<file path="src/rtl/instruction_fetch.sv">
// Instruction fetch unit: drives the instruction-memory word address from the PC, buffers
// returned words in a small queue for decode, and handles redirects and misaligned-target faults.
//
// state | meaning
// RUN   | fetching; pushes whenever the queue has (or is freeing) a slot
// FAULT | misaligned redirect seen; fetch stopped until reset
module instruction_fetch #(
  parameter logic [63:0] RESET_PC = 64'd0,
  parameter int          DEPTH    = 2
) (
  input  logic        clk,
  input  logic        reset_n,
  output logic [63:0] imem_addr,
  input  logic [31:0] imem_data,
  output logic [31:0] instr,
  output logic [63:0] instr_pc,
  output logic        instr_valid,
  input  logic        instr_ready,
  input  logic        redirect,
  input  logic [63:0] redirect_pc,
  output logic        fetch_fault
);

  localparam int PW = (DEPTH > 1) ? $clog2(DEPTH) : 1;
  localparam int CW = $clog2(DEPTH + 1);
  localparam logic [CW-1:0] FULL = CW'(DEPTH);

  typedef enum logic {RUN = 1'b0, FAULT = 1'b1} state_t;

  state_t          state, state_nx;
  logic [63:0]     pc, pc_nx;
  logic [PW-1:0]   rptr, wptr, rptr_nx, wptr_nx;
  logic [CW-1:0]   count, count_nx;
  logic [31:0]     q_instr [DEPTH];
  logic [63:0]     q_pc    [DEPTH];

  logic            pop, push, flush, valid_nx;
  logic [31:0]     head_instr;
  logic [63:0]     head_pc;

  assign imem_addr   = {2'b00, pc[63:2]};
  assign fetch_fault = (state == FAULT);

  always_comb begin
    pop      = instr_valid && instr_ready;
    flush    = (state == RUN) && redirect;
    push     = (state == RUN) && !redirect && ((count != FULL) || pop);
    state_nx = state;
    pc_nx    = pc;
    rptr_nx  = pop ? rptr + PW'(1) : rptr;
    wptr_nx  = push ? wptr + PW'(1) : wptr;
    count_nx = count;
    unique case ({push, pop})
      2'b10:   count_nx = count + CW'(1);
      2'b01:   count_nx = count - CW'(1);
      default: count_nx = count;
    endcase
    if (push) pc_nx = pc + 64'd4;
    if (flush) begin
      rptr_nx  = '0;
      wptr_nx  = '0;
      count_nx = '0;
      if (redirect_pc[1:0] == 2'b00) pc_nx = redirect_pc;
      else                           state_nx = FAULT;
    end
    valid_nx = (count_nx != '0) && (state_nx == RUN);
    // A word pushed into an otherwise-empty slot becomes the head straight away.
    if (push && (wptr == rptr_nx)) begin
      head_instr = imem_data;
      head_pc    = pc;
    end else begin
      head_instr = q_instr[rptr_nx];
      head_pc    = q_pc[rptr_nx];
    end
  end

  always_ff @(posedge clk or negedge reset_n) begin
    if (!reset_n) begin
      state       <= RUN;
      pc          <= RESET_PC;
      rptr        <= '0;
      wptr        <= '0;
      count       <= '0;
      instr_valid <= 1'b0;
      instr       <= '0;
      instr_pc    <= '0;
    end else begin
      state       <= state_nx;
      pc          <= pc_nx;
      rptr        <= rptr_nx;
      wptr        <= wptr_nx;
      count       <= count_nx;
      instr_valid <= valid_nx;
      if (valid_nx) begin
        instr    <= head_instr;
        instr_pc <= head_pc;
      end
    end
  end

  // Queue storage needs no reset: an entry is only read after it has been written.
  always_ff @(posedge clk) begin
    if (push) begin
      q_instr[wptr] <= imem_data;
      q_pc[wptr]    <= pc;
    end
  end

endmodule

</file>
<file path="config.mk">
export PLATFORM = sky130hd
export DESIGN_NAME = instruction_fetch
export DESIGN_NICKNAME = d
export VERILOG_FILES = /design/src/rtl/instruction_fetch.sv
export SDC_FILE = /design/constraint.sdc
export NUM_CORES = 1
export LEC_CHECK = 0
export CORE_AREA = 2 2 179 181
export CTS_CLUSTER_SIZE = 10
export DETAILED_ROUTE_END_ITERATION = 12
export DIE_AREA = 0 0 181 183
export PLACE_DENSITY = 0.71
export SLEW_MARGIN = 10
export SYNTH_ARGS = -nofsm -noshare
export SYNTH_HDL_FRONTEND = slang
export SYNTH_SLANG_ARGS = --single-unit
</file>
<file path="constraint.sdc">
create_clock -name clk -period 10.3 [get_ports clk]
set_clock_uncertainty 0.1 [all_clocks]
set_input_delay 2.06 -clock clk [delete_from_list [all_inputs] [get_ports clk]]
set_output_delay 2.06 -clock clk [all_outputs]
set_load 0.005 [all_outputs]
</file>
==> results of run 1 <==
[routing by layer]
metal  vias up  share of wire (%)  GRT usage, %
met3        56                6.8         4.190
met1      5260                 45         33.29
met5         -              0.034             0
met4         2                1.6         4.846
met2       371                 46         36.26
li1       4802                  -             -
[sequential cells by signal, summed over array words and instances (netlist names)]
name / count
fetch_fault: 1
instr: 32
q_pc: 128
pc: 64
rptr: 1
instr_pc: 64
instr_valid: 1
wptr: 1
count: 2
q_instr: 64
[cells in the mapped netlist, types with 4 or more instances]
| cell type | n |
|---|---|
| edfxtp_1 | 192 |
| dfrtp_1 | 166 |
| o21ai_0 | 127 |
| mux2i_1 | 99 |
| a22oi_1 | 96 |
| nand2_1 | 79 |
| buf_4 | 66 |
| clkbuf_1 | 43 |
| nor2_1 | 39 |
| nand4_1 | 25 |
| nand3_1 | 22 |
| a31oi_1 | 21 |
| xnor2_1 | 21 |
| o21ai_1 | 17 |
| nor3_1 | 16 |
| xor2_1 | 16 |
| nor4_1 | 15 |
| or3_1 | 14 |
| inv_1 | 11 |
| buf_1 | 10 |
| nor2b_1 | 7 |
| a21oi_1 | 5 |
| and3_1 | 5 |
| buf_2 | 4 |
| clkbuf_8 | 4 |
| nand4b_1 | 4 |
| or2_2 | 4 |
| or4_1 | 4 |
[worst max-delay path: cells and delay by family]
kind / cells / cell delay [ps]
buffers and inverters: 3 / 960
and+or+nand+nor: 4 / 1560
AOI/OAI and AO/OA: 4 / 890
adders and majority gates: 1 / 420
[power breakdown]
| group | internal (mW) | switching (mW) |
|---|---|---|
| sequential | 1.61 | 0.109 |
| combinational | 0.281 | 0.169 |
| clock | 0.827 | 0.540 |
[layout make-up]
| cell class | instances | share of cell area (%) |
|---|---|---|
| clock buffer | 72 | 6.218 |
| tap | 402 | 2.640 |
| inverter | 13 | 0.2561 |
| clock inverter | 4 | 0.3809 |
| multi-input combinational | 690 | 24.30 |
| sequential | 358 | 52.06 |
| timing repair buffer | 272 | 14.14 |
| antenna | 1 | 0.01313 |
[cells by family (layout without fill, tap and decap cells)]
kind of cell | count (synthesis) | count (layout) | share of synthesized area [%]
flip-flops | 358 | 358 | 64.72
AO/OA/AOI/OAI | 289 | 289 | 11.84
AND/OR/NAND/NOR | 259 | 259 | 9.045
buffers and inverters | 141 | 361 | 5.412
multiplexers | 100 | 100 | 6.539
XOR/XNOR | 38 | 38 | 2.261
adder cells (fa/ha/maj) | 2 | 2 | 0.1632
other | 1 | 3 | 0.02447
[worst min-delay path by stage]
stage	from	to	slack, ps	cells past startpoint
after floorplan	pc[0]$_DFFE_PN0P_	q_pc[0][0]$_DFFE_PP_	360	0
after global placement	pc[0]$_DFFE_PN0P_	q_pc[0][0]$_DFFE_PP_	380	0
after detailed placement	pc[0]$_DFFE_PN0P_	q_pc[1][0]$_DFFE_PP_	390	0
after CTS	pc[0]$_DFFE_PN0P_	q_pc[1][0]$_DFFE_PP_	400	0
after global routing	instr[2]$_DFFE_PN0P_	instr[2]$_DFFE_PN0P_	440	2
final	pc[0]$_DFFE_PN0P_	q_pc[1][0]$_DFFE_PP_	400	0
[through the flow]
stage,hold WS [ps],utilization [%],instance area (µm²),power [mW],cells
6_report,405.0,61.01,19050,3.534,1812
3_3_place_gp,378.0,56.98,17790,2.182,1735
4_1_cts,403.5,61.01,19050,3.565,1811
2_1_floorplan,356.9,-,15330,1.925,1189
5_1_grt,439.2,61.01,19050,3.676,1811
3_5_place_dp,387.5,56.98,17790,2.194,1735
==> reports/results.ini, run 1 <==
[run_status]
outcome = complete, no violations

[worst_setup_path]
crit_slowest_cell = and3_4
arrival_ps = 6050
crit_type = in -> reg
slowest_delay_ps = 960
crit_end = instr_pc[54]$_DFFE_PN0P_
worstReg2RegEnd = instr_pc[54]$_DFFE_PN0P_
crit_required_ps = 10620
worstPathMaxFanout = 96
reg2reg_from = fetch_fault$_DFF_PN0_
worstSetupStartpointType = primary input
cp_cell_sequence = clkdlybuf4s50_1 > or2_2 > a21oi_2 > clkinv_1 > ha_1 > nor3b_1 > a21oi_1 > nand2_4 > inv_1 > and3_4 > a22oi_1 > o21ai_0
cp-end-kind = flop
rr_worst_depth = 11
reg2reg_slack_ps = 6210
startpoint = redirect

[drt]
postRouteAntennaNets = 0
wl_per_cell_um = 21.06
drtIter0Drc = 848
drc = 0
drt_pass1_iterations = 5
vias = 10490
routed_via_density = 5.790
routed_wl_um = 38160

[yosys]
ys_ff_latch = 358
async_flop_share_pct = 46.37
synth_area_um2 = 15330
synth_enable_flop_cells = 192
syn_inst = 1188
synth-seq-area-share_pct = 64.72
syn_avg_cell_area_um2 = 12.90
ys_top_cells_by_area = edfxtp_1 38%, dfrtp_1 27%, mux2i_1 6.5%
synth-main-ff-cell = edfxtp_1
yosysTopAreaCellShare_pct = 37.62
synth_top_area_cell = edfxtp_1
yosys_warnings = 0
synth.distinct_cells = 68

[placed_design]
globalplace.congestion = 0.8040
portBuffers = 259
preCtsSetupSlack_ps = 4112
hpwlAfterDp_um = 23590

[timing]
final_hold_viol_count = 0
max_slew_margin_pct = 14.65
timing.fmax_mhz = 174.4
report.final.slew_viol_count = 0
fin_ws_ps = 4567
tns_ps = 0
setup-violations-final = 0
worst_pin_slew_ps = 1280
finalCriticalPeriod_ps = 5733
finalCritPeriodShare_pct = 55.66
rsz0062_at_grt = no

[flow_run]
maxCapViolCount = 0

[cells_and_area]
layout.nets = 1479
multi_input_area_um2 = 4629
drive_gt1_share_pct = 6.246
ff_latch_area_um2 = 9920
layout_common_cells = 258 x clkdlybuf4s50_1, 192 x edfxtp_1, 166 x dfrtp_1
final_common_cell = clkdlybuf4s50_1
syn2layout_area_growth_pct = 24.32
num-fill-cells = 2465

[power]
p_leak_nw = 7.439
powerDensity_nw_per_um2 = 185.5
ir_drop_mv = 0.1130

[floorplan]
initial_core_util_pct = 49.08
core_um2 = 31230
rows = 65
die_area_um2 = 33120
die_h_um = 183
num_io_pins = 262
die_width_um = 181

[global_routing]
grt_antenna_before_repair = 2
grt_pass1_vias = 10460
grt_max_degree = 117
grt_remaining_overflow = 0
grt.total_usage_pct = 22.86
grt_pass1_wl_um = 59590

[clock_tree]
clkSinkCount = 358
cts_buffers = 42
clk_path_buf_depth = 3
cts_tree = yes
htreeDepth = 2
cts.repair.resized = 0
ctsHoldBuffers = 0
clk-insertion-delay-late_ps = 520
cts_setup_buffers = 0
clkTransAtPathRegs_ps = 60
cts-root-buf = clkbuf_16

[hold_path]
min-delay-path-class = reg -> reg

No activity file was read; power rests on OpenSTA's default activity.
==> inputs of run 2 (changes only) <==
--- a/config.mk
+++ b/config.mk
@@ -5,11 +5,11 @@
 export SDC_FILE = /design/constraint.sdc
 export NUM_CORES = 1
 export LEC_CHECK = 0
-export CORE_AREA = 2 2 179 181
+export CORE_AREA = 2 2 182 184
 export CTS_CLUSTER_SIZE = 10
 export DETAILED_ROUTE_END_ITERATION = 12
-export DIE_AREA = 0 0 181 183
-export PLACE_DENSITY = 0.71
+export DIE_AREA = 0 0 184 186
+export PLACE_DENSITY = 0.72
 export SLEW_MARGIN = 10
 export SYNTH_ARGS = -nofsm -noshare
 export SYNTH_HDL_FRONTEND = slang
==> constraint.sdc (replaced) <==
create_clock -name clk -period 4.8 [get_ports clk]
set_clock_uncertainty 0.1 [all_clocks]
set_input_delay 0.96 -clock clk [delete_from_list [all_inputs] [get_ports clk]]
set_output_delay 0.96 -clock clk [all_outputs]
set_load 0.005 [all_outputs]
==> run 2 against run 1 <==
Against the previous run:
- utilization is 1.5 points lower
- setup slack worse by 3600 ps
- design area is 0.55% higher
- non-clock buffer count rose by 9
- sequential share of layout area shrank 0.29 points
- first-iteration DRC count fell by 17%
- critical path type unchanged
- critical endpoint is now instr_pc[40]$_DFFE_PN0P_
==> reports/results.ini, run 2 (synthesis gave the netlist of run 1 again) <==
[power]
powerDensity_nw_per_um2 = 394.2  ; was 185.5 nW/µm²
ir_drop_mv = 0.2631  ; was 0.1130 mV
p_leak_nw = 7.497  ; was 7.439 nW

[global_routing]
grt_pass1_vias = 10620  ; was 10460
grt.total_usage_pct = 22.77  ; was 22.86%
grt_pass1_wl_um = 60390  ; was 59590 µm
grt_antenna_before_repair = 4  ; was 2
grt_max_degree = 107  ; was 117
grt_remaining_overflow = 0  ; unchanged

[floorplan]
core_um2 = 32210  ; was 31230 µm²
num_io_pins = 262  ; unchanged
die_h_um = 186  ; was 183 µm
die_area_um2 = 34220  ; was 33120 µm²
rows = 66  ; was 65
die_width_um = 184  ; was 181 µm
initial_core_util_pct = 47.59  ; was 49.08%

[clock_tree]
cts_buffers = 42  ; unchanged
htreeDepth = 2  ; unchanged
clk-insertion-delay-late_ps = 510  ; was 520 ps
clkTransAtPathRegs_ps = 50  ; was 60 ps
cts.repair.resized = 0  ; unchanged
cts_tree = yes  ; unchanged
clk_path_buf_depth = 3  ; unchanged
cts_setup_buffers = 0  ; unchanged
clkSinkCount = 358  ; unchanged
cts-root-buf = clkbuf_16  ; unchanged
ctsHoldBuffers = 0  ; unchanged

[worst_setup_path]
crit_slowest_cell = buf_4  ; was and3_4
path_delay_family = buffers and inverters  ; was simple AND/OR/NAND/NOR gates
arrival_ps = 4130  ; was 6050 ps
crit_type = in -> reg  ; unchanged
worstPathMaxFanout = 96  ; unchanged
cp_cell_sequence = clkdlybuf4s50_1 > or2_2 > a21oi_2 > clkinv_1 > ha_1 > nor3b_1 > a21oi_1 > nand2_4 > buf_4 > a22oi_1 > o21ai_0  ; was clkdlybuf4s50_1 > or2_2 > a21oi_2 > clkinv_1 > ha_1 > nor3b_1 > a21oi_1 > nand2_4 > inv_1 > and3_4 > a22oi_1 > o21ai_0
cp_num_buf_inv = 3  ; unchanged
cp-end-kind = flop  ; unchanged
crit_required_ps = 5130  ; was 10620 ps
worstSetupStartpointType = primary input  ; unchanged
slowest_delay_ps = 850  ; was 960 ps

[timing]
finalCritPeriodShare_pct = 79.32
worst_pin_slew_ps = 1228  ; was 1280 ps
finalCriticalPeriod_ps = 3808
tns_ps = 0  ; unchanged
setup-violations-final = 0  ; unchanged
report.final.slew_viol_count = 0  ; unchanged
final_hold_viol_count = 0  ; unchanged
timing.fmax_mhz = 262.6
max_slew_margin_pct = 18.12  ; was 14.65%
rsz0062_at_grt = no  ; unchanged

[drt]
routed_via_density = 5.759  ; was 5.790
drc = 0  ; unchanged
vias = 10530  ; was 10490
wl_per_cell_um = 21.29  ; was 21.06 µm
postRouteAntennaNets = 0  ; unchanged
routed_wl_um = 38920  ; was 38160 µm
drt_pass1_iterations = 5  ; unchanged
drtIter0Drc = 702  ; was 848

[hold_path]
min-delay-path-class = reg -> reg  ; unchanged

[cells_and_area]
num-fill-cells = 2521  ; was 2465
layout_common_cells = 258 x clkdlybuf4s50_1, 192 x edfxtp_1, 166 x dfrtp_1  ; unchanged
largest_register_ffs = 128  ; unchanged
final_common_cell = clkdlybuf4s50_1  ; unchanged
top_register = q_pc  ; unchanged
drive_gt1_share_pct = 6.977  ; was 6.246%
syn2layout_area_growth_pct = 25.00  ; was 24.32%
multi_input_area_um2 = 4629  ; unchanged
ff_latch_area_um2 = 9920  ; unchanged
final_core_util_pct = 59.49  ; was 61.01%
layout.nets = 1488  ; was 1479

[run_status]
outcome = complete, no violations  ; unchanged

[placed_design]
hpwlAfterDp_um = 25020  ; was 23590 µm
globalplace.congestion = 0.7973  ; was 0.8040
portBuffers = 259  ; unchanged

[flow_run]
maxCapViolCount = 0  ; unchanged

run 2: cell type report:
type	count	area share, %
antenna	1	0.01306
timing repair buffer	281	14.61
clock inverter	3	0.07836
inverter	13	0.2547
clock buffer	74	6.445
tap	408	2.664
sequential	358	51.77
multi-input combinational	690	24.16
run 2: per-layer routing:
layer | GRT usage (%) | share of wire [%] | up-vias
li1 | - | - | 4806
met2 | 36.97 | 47 | 381
met4 | 5.856 | 2.0 | 6
met5 | 0 | 0.11 | -
met1 | 31.24 | 44 | 5268
met3 | 5.048 | 7.0 | 66
run 2: power by group:
group | internal, mW | switching (mW) | leakage, nW
clock network | 1.73 | 1.16 | 0.601
logic | 0.605 | 0.371 | 3.01
registers | 3.45 | 0.232 | 3.89
run 2: final timing paths:
| check | from | to | slack (ps) | cells after the start |
|---|---|---|---|---|
| worst max-delay path | redirect | instr_pc[40]$_DFFE_PN0P_ | 990 | 11 |
| min in group asynchronous | reset_n | instr[20]$_DFFE_PN0P_ | 460 | 1 |
| max in group asynchronous | reset_n | pc[37]$_DFF_PN0_ | 3240 | 2 |
| worst max register to register | fetch_fault$_DFF_PN0_ | instr_pc[40]$_DFFE_PN0P_ | 1510 | 10 |
| worst min-delay path | pc[1]$_DFFE_PN0P_ | q_pc[1][1]$_DFFE_PP_ | 400 | 0 |
| worst min register to register | pc[1]$_DFFE_PN0P_ | q_pc[1][1]$_DFFE_PP_ | 400 | 0 |
run 2: through the flow:
step | hold WS [ps] | power (mW) | instances | worst slack (ps) | instance area (µm²)
global route | 425.3 | 7.872 | 1827 | 746.4 | 19160
finish | 399.1 | 7.552 | 1828 | 992.4 | 19160
floorplan | 356.9 | 4.132 | 1189 | 419.3 | 15340
CTS | 402.7 | 7.613 | 1827 | 1023 | 19160
detailed placement | 388.1 | 4.718 | 1750 | 501.7 | 17910
global placement | 377.6 | 4.691 | 1750 | 635.7 | 17910
